## src/rtl/pe_packetizer.sv

```systemverilog
// pe_packetizer: accumulates up to ACC_N unsigned partial sums into a
// saturating payload, wraps it in a {dest, src, type} header and hands one
// packet at a time to the downstream fanout stage over valid/ready.
// The accumulator and the output register are separate stages, so a closed
// packet can wait in the accumulator (HOLD) while the output register stalls.
module pe_packetizer #(
  parameter int WIDTH_packet = 28,
  parameter int WIDTH_pay    = 18,
  parameter int WIDTH_in     = 8,
  parameter int ACC_N        = 4,
  parameter int SRC_ID       = 0
) (
  input  logic                    clk,
  input  logic                    rst_n,
  input  logic                    in_valid,
  output logic                    in_ready,
  input  logic [WIDTH_in-1:0]     in_data,
  input  logic                    in_last,
  input  logic [3:0]              cfg_dest,
  output logic                    out_valid,
  input  logic                    out_ready,
  output logic [WIDTH_packet-1:0] out_packet,
  output logic [7:0]              pkt_count
);

  typedef enum logic {
    S_ACCUM = 1'b0,
    S_HOLD  = 1'b1
  } state_t;

  localparam logic [7:0] L_ACC_N  = 8'(ACC_N);
  localparam logic [3:0] L_SRC    = 4'(SRC_ID);
  localparam logic [1:0] T_FULL   = 2'b01;
  localparam logic [1:0] T_FLUSH  = 2'b10;

  state_t                  r_state;
  state_t                  w_state_next;

  logic [WIDTH_pay-1:0]    r_acc_sum;
  logic [7:0]              r_acc_cnt;
  logic [3:0]              r_hold_dest;
  logic [1:0]              r_hold_type;

  logic                    r_out_valid;
  logic [WIDTH_packet-1:0] r_out_packet;
  logic [7:0]              r_pkt_count;

  logic                    w_in_fire;
  logic                    w_out_fire;
  logic                    w_out_free;
  logic [WIDTH_pay:0]      w_sum_wide;
  logic [WIDTH_pay-1:0]    w_sum_next;
  logic [7:0]              w_cnt_next;
  logic                    w_full;
  logic                    w_close;
  logic [1:0]              w_type;
  logic [WIDTH_packet-1:0] w_close_pkt;
  logic [WIDTH_packet-1:0] w_hold_pkt;

  logic                    w_in_ready;
  logic                    w_load_out;
  logic [WIDTH_packet-1:0] w_load_pkt;
  logic                    w_acc_clear;
  logic                    w_acc_step;
  logic                    w_acc_hold;

  // Transfer qualifiers; input acceptance depends only on the registered state.
  assign w_in_fire  = in_valid && (r_state == S_ACCUM);
  assign w_out_fire = r_out_valid && out_ready;
  assign w_out_free = !r_out_valid || out_ready;

  // Saturating add: one extra bit catches the carry, which clamps to all-ones.
  assign w_sum_wide = {1'b0, r_acc_sum} + (WIDTH_pay + 1)'(in_data);
  assign w_sum_next = w_sum_wide[WIDTH_pay] ? {WIDTH_pay{1'b1}} : w_sum_wide[WIDTH_pay-1:0];
  assign w_cnt_next = r_acc_cnt + 8'd1;

  // A word that reaches ACC_N is a full packet even if in_last is also set.
  assign w_full      = (w_cnt_next == L_ACC_N);
  assign w_close     = w_in_fire && (w_full || in_last);
  assign w_type      = w_full ? T_FULL : T_FLUSH;
  assign w_close_pkt = {cfg_dest, L_SRC, w_type, w_sum_next};
  assign w_hold_pkt  = {r_hold_dest, L_SRC, r_hold_type, r_acc_sum};

  // State register.
  always_ff @(posedge clk or negedge rst_n) begin
    if (!rst_n) begin
      r_state <= S_ACCUM;
    end else begin
      r_state <= w_state_next;
    end
  end

  // Next state: park a closed packet in HOLD until the output register drains.
  always_comb begin
    w_state_next = r_state;
    case (r_state)
      S_ACCUM: if (w_close && !w_out_free) w_state_next = S_HOLD;
      S_HOLD:  if (w_out_fire)             w_state_next = S_ACCUM;
      default: w_state_next = S_ACCUM;
    endcase
  end

  // Per-state controls for the accumulator and the output register.
  always_comb begin
    w_in_ready  = 1'b0;
    w_load_out  = 1'b0;
    w_load_pkt  = w_close_pkt;
    w_acc_clear = 1'b0;
    w_acc_step  = 1'b0;
    w_acc_hold  = 1'b0;
    case (r_state)
      S_ACCUM: begin
        w_in_ready = 1'b1;
        if (w_close && w_out_free) begin
          w_load_out  = 1'b1;
          w_acc_clear = 1'b1;
        end else if (w_close) begin
          w_acc_hold = 1'b1;
        end else if (w_in_fire) begin
          w_acc_step = 1'b1;
        end
      end
      S_HOLD: begin
        if (w_out_fire) begin
          w_load_out  = 1'b1;
          w_load_pkt  = w_hold_pkt;
          w_acc_clear = 1'b1;
        end
      end
      default: begin
        w_in_ready = 1'b0;
      end
    endcase
  end

  // Accumulator: running sum/count, plus header fields of a packet parked in HOLD.
  always_ff @(posedge clk or negedge rst_n) begin
    if (!rst_n) begin
      r_acc_sum   <= '0;
      r_acc_cnt   <= '0;
      r_hold_dest <= '0;
      r_hold_type <= '0;
    end else if (w_acc_clear) begin
      r_acc_sum <= '0;
      r_acc_cnt <= '0;
    end else if (w_acc_step) begin
      r_acc_sum <= w_sum_next;
      r_acc_cnt <= w_cnt_next;
    end else if (w_acc_hold) begin
      r_acc_sum   <= w_sum_next;
      r_acc_cnt   <= w_cnt_next;
      r_hold_dest <= cfg_dest;
      r_hold_type <= w_type;
    end
  end

  // Output register: a load only happens when it is empty or draining this edge.
  always_ff @(posedge clk or negedge rst_n) begin
    if (!rst_n) begin
      r_out_valid  <= 1'b0;
      r_out_packet <= '0;
    end else if (w_load_out) begin
      r_out_valid  <= 1'b1;
      r_out_packet <= w_load_pkt;
    end else if (w_out_fire) begin
      r_out_valid <= 1'b0;
    end
  end

  // Delivered-packet counter, wrapping modulo 256.
  always_ff @(posedge clk or negedge rst_n) begin
    if (!rst_n) begin
      r_pkt_count <= '0;
    end else if (w_out_fire) begin
      r_pkt_count <= r_pkt_count + 8'd1;
    end
  end

  assign in_ready   = w_in_ready;
  assign out_valid  = r_out_valid;
  assign out_packet = r_out_packet;
  assign pkt_count  = r_pkt_count;

endmodule

```

## config.mk

```make
export PLATFORM = sky130hd
export DESIGN_NAME = pe_packetizer
export DESIGN_NICKNAME = d
export VERILOG_FILES = /design/src/rtl/pe_packetizer.sv
export SDC_FILE = /design/constraint.sdc
export NUM_CORES = 1
export LEC_CHECK = 0
export CORE_ASPECT_RATIO = 1.25
export CORE_MARGIN = 2
export CORE_UTILIZATION = 34
export CTS_BUF_LIST = sky130_fd_sc_hd__clkbuf_8 sky130_fd_sc_hd__clkbuf_16
export DETAILED_ROUTE_END_ITERATION = 8
export GPL_ROUTABILITY_DRIVEN = 0
export GPL_TIMING_DRIVEN = 0
export PLACE_DENSITY_LB_ADDON = 0.2
export SLEW_MARGIN = 20
export SYNTH_ARGS = -nofsm -noshare
export SYNTH_HDL_FRONTEND = slang
export SYNTH_SLANG_ARGS = --single-unit
```

## constraint.sdc

```tcl
create_clock -name clk -period 2.1 [get_ports clk]
set_input_delay 0.21 -clock clk [delete_from_list [all_inputs] [get_ports clk]]
set_output_delay 0.21 -clock clk [all_outputs]
set_load 0.01 [all_outputs]
```

=== After elaboration in Yosys (flattened, before gate mapping) ===
Cells that the tools add are included.

* Muxes and demuxes: 26
* Bitwise operators: 3
* Add/subtract/negate cells: 3
* Eq/ne operators: 1
* Reduce and logical (&&, ||, !) cells: 12

{| class="wikitable"
|+ Operator list
! kind !! number
|-
| 18-bit 2-to-1 mux || 4
|-
| 28-bit 2-to-1 mux || 2
|-
| 8-bit 2-to-1 mux || 3
|-
| 18-bit by 8-bit adder with 19-bit output || 1
|-
| 8-bit by 1-bit adder with 8-bit output, second input constant || 2
|-
| 1-bit 2-to-1 mux || 14
|-
| 8-bit by 3-bit == test with 1-bit output, second input constant || 1
|-
| 1-bit logical AND || 5
|-
| 1-bit one-hot mux with 2 select lines || 2
|-
| 1-bit NOT || 3
|-
| 3-bit AND reduction || 1
|-
| 3-bit nonzero test || 1
|-
| 1-bit logical NOT || 2
|-
| 1-bit logical OR || 2
|-
| 2-bit 2-to-1 mux || 1
|-
| 2-bit nonzero test || 1
|}

* Output and inout bits: 38
* Input port bits: 17
* Flip-flop bits (word level): 70
* Word-level logic and storage cells: 53

=== Longest topological paths before layout ===
Gate-level depths: netlist of the first run.

* Depth in word-level cells: 10
* Gate-level depth with buffers: 10
* Gate-level depth less buffers: 9

=== Worst setup path after synthesis of the first run ===
Ideal clock, no wire load.

* Path type: reg-to-reg
* Start point: reg r_acc_sum[0]
* End point: reg r_out_packet[9] (netlist: out_packet[9])
* Period minus slack after synthesis: 2,137 ps
* Buffers on the path: 0
* Cell stages (with the launch flop): 10
* Slack: -37 ps
* Required time: 1,999 ps
* Data arrival time: 2,036 ps
* Setup time: 101 ps
* Cells stage by stage: dfrtp_1 -> ha_1 -> inv_1 -> fa_1 -> nand2b_1 -> a21oi_2 -> a21oi_2 -> nor3_4 -> nor4_1 -> nor4_1

* Cells in the longest elaborated chain, start to end: 4

{| class="wikitable"
|+ RTL lines
! element !! line !! source
|-
| start, declared || 39 || <nowiki>logic [WIDTH_pay-1:0] r_acc_sum;</nowiki>
|-
| start signal, assigned || 147 || <nowiki>r_acc_sum <= w_sum_next;</nowiki>
|-
| start signal, assigned || 150 || <nowiki>r_acc_sum <= w_sum_next;</nowiki>
|-
| 18-bit by 8-bit adder with 19-bit output * || 73 || <nowiki>assign w_sum_wide = {1'b0, r_acc_sum} + (WIDTH_pay + 1)'(in_data);</nowiki>
|-
| 18-bit 2-to-1 mux * || 74 || <nowiki>assign w_sum_next = w_sum_wide[WIDTH_pay] ? {WIDTH_pay{1'b1}} : w_sum_wide[WIDTH_pay-1:0];</nowiki>
|-
| 28-bit 2-to-1 mux || 124 || <nowiki>if (w_out_fire) begin</nowiki>
|-
| 28-bit 2-to-1 mux * || 111 || <nowiki>case (r_state)</nowiki>
|-
| end signal, assigned || 164 || <nowiki>r_out_packet <= w_load_pkt;</nowiki>
|-
| end, declared || 45 || <nowiki>logic [WIDTH_packet-1:0] r_out_packet;</nowiki>
|}

Every way passes the cells marked *; elsewhere a longest branch is shown, timed or not.
A chain may end at the register's enable or synchronous reset.

=== Worst setup path after layout of the first run ===
* Start point: reg r_acc_sum[0]
* End point: reg r_acc_sum[13]

* Cells in the longest elaborated chain, start to end: 5

{| class="wikitable"
|+ RTL lines
! element !! line !! source
|-
| 18-bit by 8-bit adder with 19-bit output * || 73 ||
|-
| 18-bit 2-to-1 mux * || 74 ||
|-
| 18-bit 2-to-1 mux || 149 || <nowiki>end else if (w_acc_hold) begin</nowiki>
|-
| 18-bit 2-to-1 mux * || 146 || <nowiki>end else if (w_acc_step) begin</nowiki>
|-
| 18-bit 2-to-1 mux * || 143 || <nowiki>end else if (w_acc_clear) begin</nowiki>
|}

Every way passes the cells marked *; elsewhere a longest branch is shown, timed or not. The select of a mux whose other input is x is not followed.

==> impl_metrics.toml, run 1 <==
[cts]
clock_pin_slew_reported_for_the_worst_setup_and_hold_paths_after_clock_tree_synthesis_ns = 0.06
worstSkewPairLatency_ns = 0.33
tritoncts = "done"
cts.sinks = 66
clock_tree.htree_level_count = 3
cts_root_buf = "clkbuf_16"
cts_buffers = 9
clk_path_buf_depth = 2

[drt]
postRouteWirelength_um = 10180
final_antenna_net_count = 0
drt_first_pass_iters = 5
dr_wl_cell_um = 17.02
drcViolationCount = 0
detailedRoute.firstIterationViolations = 188
route.vias.total = 3195
drt-vias-per-instance = 5.343

[final_layout]
multi_input_comb_area_um2 = 2069
area.growth.synth_to_final_pct = 39.88
finalCoreUtilization = 0.4861
fin_area_um2 = 5109
finish.cell_count_without_fillers = 598
post_route_cells_drive_above_1_share = 0.2361
antennaDiodeCount = 0
final_common_cell = "dfrtp_1"
seq_area_um2 = 1652
final_net_count = 489
most-common-layout-cells = "66 x dfrtp_1, 48 x clkdlybuf4s50_1, 36 x nand2_1, 28 x nor2_1, 19 x o21ai_0"
fillCellCount = 1005

[place]
numPortBuffers = 50
place.detailed.hpwl_um = 6845
place_inst = 567
placed_instance_area_um2 = 4362
preCtsSetupSlack_ns = -0.6942

[timing]
finalWorstSetupSlack_ns = -0.02765
slew_headroom = 0.5673
tightest_slew_ns = 0.6490
fin_crit_ns = 2.128
timing_hold_violations_final = 0
timing.clock.skew_ns = 0.009183
setup_viol = 4
clock.fmax_ghz = 0.4700
period_share = 1.013
setup_repair_after_global_routing_missed_its_margin = "yes"
report.final.slew_viol_count = 0

[floorplan]
start_util = 0.3475
core.rowCount = 42
die_footprint_um2 = 11590
floorplan.die.height_um = 119.9
ios = 55
area_of_the_placeable_core_um2 = 10510
die-width_um = 96.70

[run_status]
run_status = "finished with violations"
violations = "negative setup slack"

[grt]
grt_util_all_layers = 0.1805
antenna_found_initial = 0
gr-total-overflow = 0
maximum_number_of_pins_on_one_net_before_global_route_repair = 51
first_pass_grt_wire_length_um = 16660
first_global_vias = 3248

[logic_synthesis]
synth_area_um2 = 3652
synth-async-reset-ratio = 1.000
synth_edf_count = 0
number_of_distinct_library_cells_after_synthesis = 66
syn-instance-count = 381
synth_seq_area_share = 0.4522
ys_seq_elements = 66
yosysWarningCount = 0
syn_avg_cell_area_um2 = 9.586
yosys_most_used_dff = "dfrtp_1"

[worst_setup_path]
cp-startpoint = "r_acc_sum[0]"
crit-reg2reg-launch = "r_acc_sum[0]"
critical_path_peak_fanout = 7
crit_type = "reg2reg"
crit_arrival_ns = 2.35
crit_path_required_time_ns = 2.32
worst_setup_path_end_kind = "register"
start_kind = "register"

[worst_hold_path]
worstHoldPathType = "in2async"

[power_and_ir_drop]
irDropWorstVdd_mv = 0.5654
power-per-cell-area_nw_per_um2 = 1393
cellLeakagePower_uw = 0.002145
p_total_uw = 7116

[flow_run]
max_cap_violations = 0
metal layers:
layer	track usage	part of all wire	up-vias
li1	-	-	1544
met4	0.07218	0.016	0
met2	0.3016	0.50	69
met3	0.03553	0.038	10
met5	0	0	-
met1	0.2303	0.44	1572
power by group:
part / switching, µW / total [µW] / internal (µW)
Combinational: 1650 / 3240 / 1580
Clock: 593 / 1790 / 1190
Sequential: 353 / 2090 / 1740
stage by stage:
step	TNS, ns	hold WS (ns)
4_1_cts	-0.7793	0.3100
3_3_place_gp	-124.04	0.4644
2_1_floorplan	0	-0.08559
5_1_grt	-2.111	0.3293
6_report	-0.06189	0.3033
3_5_place_dp	-22.48	0.1058
cells in the mapped netlist (all sizes together) (8+ instances only):
cell	instances	share of area
a21oi	30	0.044
a22oi	8	0.016
buf	13	0.032
nand3	11	0.015
dfrtp	66	0.45
inv	10	0.010
nand2	39	0.042
o21ai	39	0.058
and3	9	0.015
nor2	34	0.038
ha	10	0.034
nor3	12	0.023
state kept, by name, indices dropped and copies added, names as in the netlist:
name / flops
r_state: 1
r_hold_type: 2
r_hold_dest: 4
r_acc_sum: 18
out_packet: 24
out_valid: 1
r_acc_cnt: 8
pkt_count: 8
worst max-delay path, cell delays in order (launching register included):
cell and delay, ns:
dfrtp_1 0.41, ha_4 0.18, inv_2 0.05, fa_2 0.19, nand2b_4 0.14, a21oi_4 0.08, a21oi_4 0.28, nor3_4 0.09
buf_6 0.15, o31a_1 0.27, o22a_1 0.19
area by class of cell:
cell class	instances	share of cell area
buffer	20	0.03061
clock buffer	10	0.04678
clock inverter	6	0.02229
inverter	10	0.007348
multi-input combinational	288	0.4051
sequential	66	0.3233
tap	132	0.03233
timing repair buffer	66	0.1323
logic make-up after synthesis:
group | synth area share
other | 0.001027
adders and majority gates | 0.03974
DFF | 0.4522
buffers and inverters | 0.04933
AOI/OAI and AO/OA | 0.2336
xor gates and xnor gates | 0.02158
and+or+nand+nor | 0.1812
muxes | 0.02124
what timing repair did:
item / in CTS / in global routing
hold buffers: 1 / 0
setup endpoints to repair: 40 / 43
gates cloned: 0 / 1
endpoints found under the hold margin: 16 / 0
gates resized for setup: 42 / 35
pin swaps: 17 / 15
buffers inserted: 11 / 2
path summary, 6_finish.rpt:
kind,endpoint,slack (ns),cells after the start
hold / removal,r_acc_sum[12],0.30,2
max in group asynchronous,r_hold_dest[0],1.26,3
hold reg to reg,pkt_count[7],0.48,1
setup / recovery,r_acc_sum[13],-0.03,10
min in group clk,r_acc_sum[0],0.35,4
setup reg to reg,r_acc_sum[13],-0.03,10
(Power assumes the default switching activity.)
==> run 2: changes to the inputs <==
CORE_UTILIZATION = 35   (was 34)
==> run 2 against run 1 <==
The flow still finishes with violations (negative setup slack). Core utilization rose by 1.6 points. Total power is 4.6% lower. Sequential share of layout area is 0.21 points higher. Via count grew 0.44%. Wire length down 1.2%. Sequential cell count unchanged. Critical path depth grew 1. Critical path type unchanged. Critical endpoint is now out_packet[13]. Largest power group unchanged.
==> impl_metrics.toml, run 2 (synthesized netlist as in run 1, its figures left out) <==
[power_and_ir_drop]
irDropWorstVdd_mv = 0.6961
power-per-cell-area_nw_per_um2 = 1337
cellLeakagePower_uw = 0.002144
p_total_uw = 6786

[run_status]
violations = "negative setup slack"
run_status = "finished with violations"

[place]
place.detailed.hpwl_um = 6920
numPortBuffers = 50
preCtsSetupSlack_ns = -0.7233

[grt]
antenna_found_initial = 0
first_global_vias = 3198
maximum_number_of_pins_on_one_net_before_global_route_repair = 35
first_pass_grt_wire_length_um = 16510
gr-total-overflow = 0
grt_util_all_layers = 0.1900

[cts]
cts.sinks = 66
cts_root_buf = "clkbuf_16"
clock_pin_slew_reported_for_the_worst_setup_and_hold_paths_after_clock_tree_synthesis_ns = 0.06
cts_buffers = 9
worstSkewPairLatency_ns = 0.34
tritoncts = "done"
clock_tree.htree_level_count = 3
clk_path_buf_depth = 2

[final_layout]
fillCellCount = 929
area.growth.synth_to_final_pct = 38.99
post_route_cells_drive_above_1_share = 0.2575
largest_register_ff_count = 24
final_net_count = 490
antennaDiodeCount = 0
most-common-layout-cells = "66 x dfrtp_1, 48 x clkdlybuf4s50_1, 37 x nand2_1, 26 x nor2_1, 18 x buf_6"
final_common_cell = "dfrtp_1"

[flow_run]
max_cap_violations = 0

[drt]
detailedRoute.firstIterationViolations = 128
route.vias.total = 3209
drt_first_pass_iters = 4
drt-vias-per-instance = 5.393
dr_wl_cell_um = 16.90
postRouteWirelength_um = 10060
final_antenna_net_count = 0
drcViolationCount = 0

[worst_setup_path]
start_kind = "register"
critical_path_peak_fanout = 5
worst_setup_path_end_kind = "register"
cp_max_stage_cell = "dfrtp_1"
crit_path_required_time_ns = 2.37
cp_common_cell = "buf_6"
crit_arrival_ns = 2.48
critPathBufInv = 3
crit_type = "reg2reg"
critical-path-max-stage-delay_ns = 0.39
crit_chain = "ha_4, inv_2, fa_2, nand2b_4, a21oi_4, a21o_4, buf_6, nand3_4, buf_6, a31oi_1, o21a_1"
cp_top_family = "compound AO/OA/AOI/OAI gates"

[floorplan]
ios = 55
core.rowCount = 41
die_footprint_um2 = 11270
area_of_the_placeable_core_um2 = 10110
floorplan.die.height_um = 118.2
die-width_um = 95.37
start_util = 0.3614

[timing]
finalWorstSetupSlack_ns = -0.1076
timing_hold_violations_final = 0
setup_repair_after_global_routing_missed_its_margin = "yes"
setup_viol = 24
fin_crit_ns = 2.208
timing.clock.skew_ns = 0.007796
period_share = 1.051
clock.fmax_ghz = 0.4530
tightest_slew_ns = 0.5533
slew_headroom = 0.6312
report.final.slew_viol_count = 0

[worst_hold_path]
worstHoldPathType = "in2async"
## run 2: cell count changes in the layout (fill, tap and decap cells not counted), sizes merged
cell and change:
bufinv -3, clkinv +3, clkinvlp -2, inv +2, buf +1, clkbuf -1
## run 2: final timing paths
check	cells after the start	slack, ns	startpoint	to
setup reg to reg	11	-0.11	r_acc_sum[0]	out_packet[13]
max in group asynchronous	3	1.19	rst_n	r_acc_sum[17]
setup / recovery	11	-0.11	r_acc_sum[0]	out_packet[13]
min in group clk	4	0.37	in_data[0]	r_acc_sum[0]
hold reg to reg	1	0.47	pkt_count[7]	pkt_count[7]
hold / removal	2	0.36	rst_n	pkt_count[3]
## run 2: area by class of cell
cell class              instances  area (µm²)  share of cell area
clock inverters                 6       27.53            0.005423
flip-flops and latches         66        1652              0.3254
inverters                      10       37.54            0.007395
plain buffers                  20       155.1             0.03056
repair buffers                 67       696.9              0.1373
multi-input cells             288        2121              0.4178
clock buffers                   9       225.2             0.04437
well taps                     129       161.4             0.03180
## run 2: layer usage
| layer | vias up | global-route usage | wire, µm |
|---|---|---|---|
| met5 | - | 0 | 0 |
| met4 | 0 | 0.08424 | 270 |
| met3 | 17 | 0.03123 | 451 |
| met2 | 79 | 0.3055 | 4969 |
| met1 | 1569 | 0.2485 | 4363 |
| li1 | 1544 | - | - |
## run 2: stage by stage
stage	instances	instance area (µm²)	TNS (ns)	util	hold WS, ns
after detailed placement	564	4350	-22.51	0.4305	0.1946
after global routing	595	5076	-3.797	0.5023	0.4005
after CTS	590	4798	-1.292	0.4748	0.3797
after floorplan	384	3671	0	-	-0.08559
final	595	5076	-0.9725	0.5023	0.3618
after global placement	563	4333	-119.19	0.4287	0.4641
## run 2: repair_timing
action | 4_1_cts | 5_1_grt
setup buffers | 9 | 6
resized for setup | 29 | 72
cloned | 1 | 0
endpoints found under the hold margin | 33 | 0
setup endpoints to repair | 39 | 43
pin swaps | 10 | 30
hold buffers | 1 | 0
## run 2: report_power, final
part	internal [µW]	leakage (µW)	total, µW	switching, µW
logic	1680	0.00117	3360	1690
registers	1740	0.000836	2100	361
clock network	774	0.000137	1320	550
total	4190	0.00214	6790	2600
==> run 3: changes to the inputs <==
PLACE_DENSITY_LB_ADDON = unset   (was 0.2)
==> run 3 against run 2 <==
Via count increased by 0.47%. Final cell count rose by 0.50%. Sequential power about the same. Combinational power shrank 1%. Design area grew 0.54%. The flow still finishes with violations (negative setup slack). Clock-buffer cell count stayed put. Clock power increased by 12%. Largest power group unchanged. First-iteration DRC count rose by 13%.
==> impl_metrics.toml, run 3 (synthesized netlist as in run 1, its figures left out) <==
[power_and_ir_drop]
p_total_uw = 6913
power-per-cell-area_nw_per_um2 = 1355
cellLeakagePower_uw = 0.002152
irDropWorstVdd_mv = 0.6847

[final_layout]
final_net_count = 492
antennaDiodeCount = 0
final_common_cell = "dfrtp_1"
finalCoreUtilization = 0.5050
post_route_cells_drive_above_1_share = 0.2644
fillCellCount = 920
largest_register_ff_count = 24
area.growth.synth_to_final_pct = 39.74
fin_area_um2 = 5104
most-common-layout-cells = "66 x dfrtp_1, 49 x clkdlybuf4s50_1, 36 x nand2_1, 26 x nor2_1, 19 x o21ai_0"

[drt]
drt_first_pass_iters = 4
drcViolationCount = 0
drt-vias-per-instance = 5.391
postRouteWirelength_um = 10050
route.vias.total = 3224
dr_wl_cell_um = 16.81
final_antenna_net_count = 0
detailedRoute.firstIterationViolations = 145

[floorplan]
core.rowCount = 41
floorplan.die.height_um = 118.2
start_util = 0.3614
ios = 55
die-width_um = 95.37
die_footprint_um2 = 11270
area_of_the_placeable_core_um2 = 10110

[worst_setup_path]
reg2reg_slack_ns = -0.05
critical_path_peak_fanout = 4
crit_arrival_ns = 2.36
crit_path_required_time_ns = 2.31
crit_type = "reg2reg"
start_kind = "register"
worst_setup_path_end_kind = "register"

[timing]
timing.hold.ws_ns = 0.3376
period_share = 1.026
setup_viol = 9
timing.clock.skew_ns = 0.006949
tightest_slew_ns = 0.5856
report.final.slew_viol_count = 0
fin_crit_ns = 2.154
clock.fmax_ghz = 0.4643
setup_repair_after_global_routing_missed_its_margin = "yes"
slew_headroom = 0.6096
timing_hold_violations_final = 0
finalWorstSetupSlack_ns = -0.05367

[cts]
clock_pin_slew_reported_for_the_worst_setup_and_hold_paths_after_clock_tree_synthesis_ns = 0.06
clock_tree.htree_level_count = 3
cts_buffers = 9
worstSkewPairLatency_ns = 0.33
cts_root_buf = "clkbuf_16"
cts.sinks = 66
clk_path_buf_depth = 2
tritoncts = "done"

[grt]
first_global_vias = 3313
gr-total-overflow = 0
grt_util_all_layers = 0.1874
maximum_number_of_pins_on_one_net_before_global_route_repair = 42
first_pass_grt_wire_length_um = 16180
antenna_found_initial = 0

[place]
place.detailed.hpwl_um = 6869
preCtsSetupSlack_ns = -0.6936
placed_instance_area_um2 = 4350
numPortBuffers = 50

[flow_run]
max_cap_violations = 0

[worst_hold_path]
worstHoldPathType = "in2async"

[run_status]
run_status = "finished with violations"
violations = "negative setup slack"
run 3: changes by cell type in the layout (fill, tap and decap cells not counted), moves of 3 or more:
| cell | change |
|---|---|
| a21oi_1 | +5 |
| a21oi_2 | -5 |
| buf_4 | +9 |
| buf_6 | -6 |
| o21ai_1 | -3 |
run 3: timing repair:
action                                  CTS  global route
endpoints found under the setup margin   41            40
gates resized for setup                  34            55
hold buffers                              1             0
cloned                                    1             0
setup buffers                            12             4
hold endpoints to repair                 25             0
pin swaps                                15            24
run 3: final cells by class:
cell class                 instances  area, µm²  area share
inverter                          10      37.54    0.007355
multi-input combinational        288       2128      0.4170
buffer                            20      151.4     0.02966
tap                              129      161.4     0.03163
timing repair buffer              69      678.2      0.1329
clock inverter                     7      70.07     0.01373
clock buffer                       9      225.2     0.04413
sequential                        66       1652      0.3236
run 3: where the power goes:
group	switching [µW]	internal, µW	total (µW)
logic	1670	1650	3320
clock network	562	915	1480
registers	379	1740	2120
total	2610	4310	6910
run 3: metrics by stage:
| step | setup TNS (ns) | instances |
|---|---|---|
| final | -0.2284 | 598 |
| after CTS | -0.07355 | 594 |
| after global routing | -3.173 | 598 |
| after detailed placement | -21.48 | 564 |
| after global placement | -113.78 | 563 |
| after floorplan | 0 | 384 |
run 3: final timing paths:
| kind | from | endpoint | cells past startpoint |
|---|---|---|---|
| setup / recovery | r_acc_sum[0] | out_packet[10] | 9 |
| hold / removal | rst_n | pkt_count[2] | 2 |
| setup reg to reg | r_acc_sum[0] | out_packet[10] | 9 |
| hold reg to reg | pkt_count[7] | pkt_count[7] | 1 |
| max in group asynchronous | rst_n | r_acc_sum[11] | 3 |
| min in group clk | pkt_count[7] | pkt_count[7] | 1 |
run 3: critical path, stage by stage, from the launching register on:
cell,delay (ns)
dfrtp_1,0.35
ha_2,0.19
inv_2,0.04
fa_2,0.34
nand2b_4,0.17
a21oi_4,0.22
a21o_4,0.20
and3_4,0.20
mux2i_4,0.24
o21ai_1,0.08
run 3: per-layer routing:
metal	up-vias	wire length [µm]	GRT usage	share of wire
li1	1546	-	-	-
met1	1579	4175	0.2229	0.42
met2	79	5221	0.3160	0.52
met3	20	373	0.04015	0.037
met4	0	280	0.08786	0.028
met5	-	0	0	0
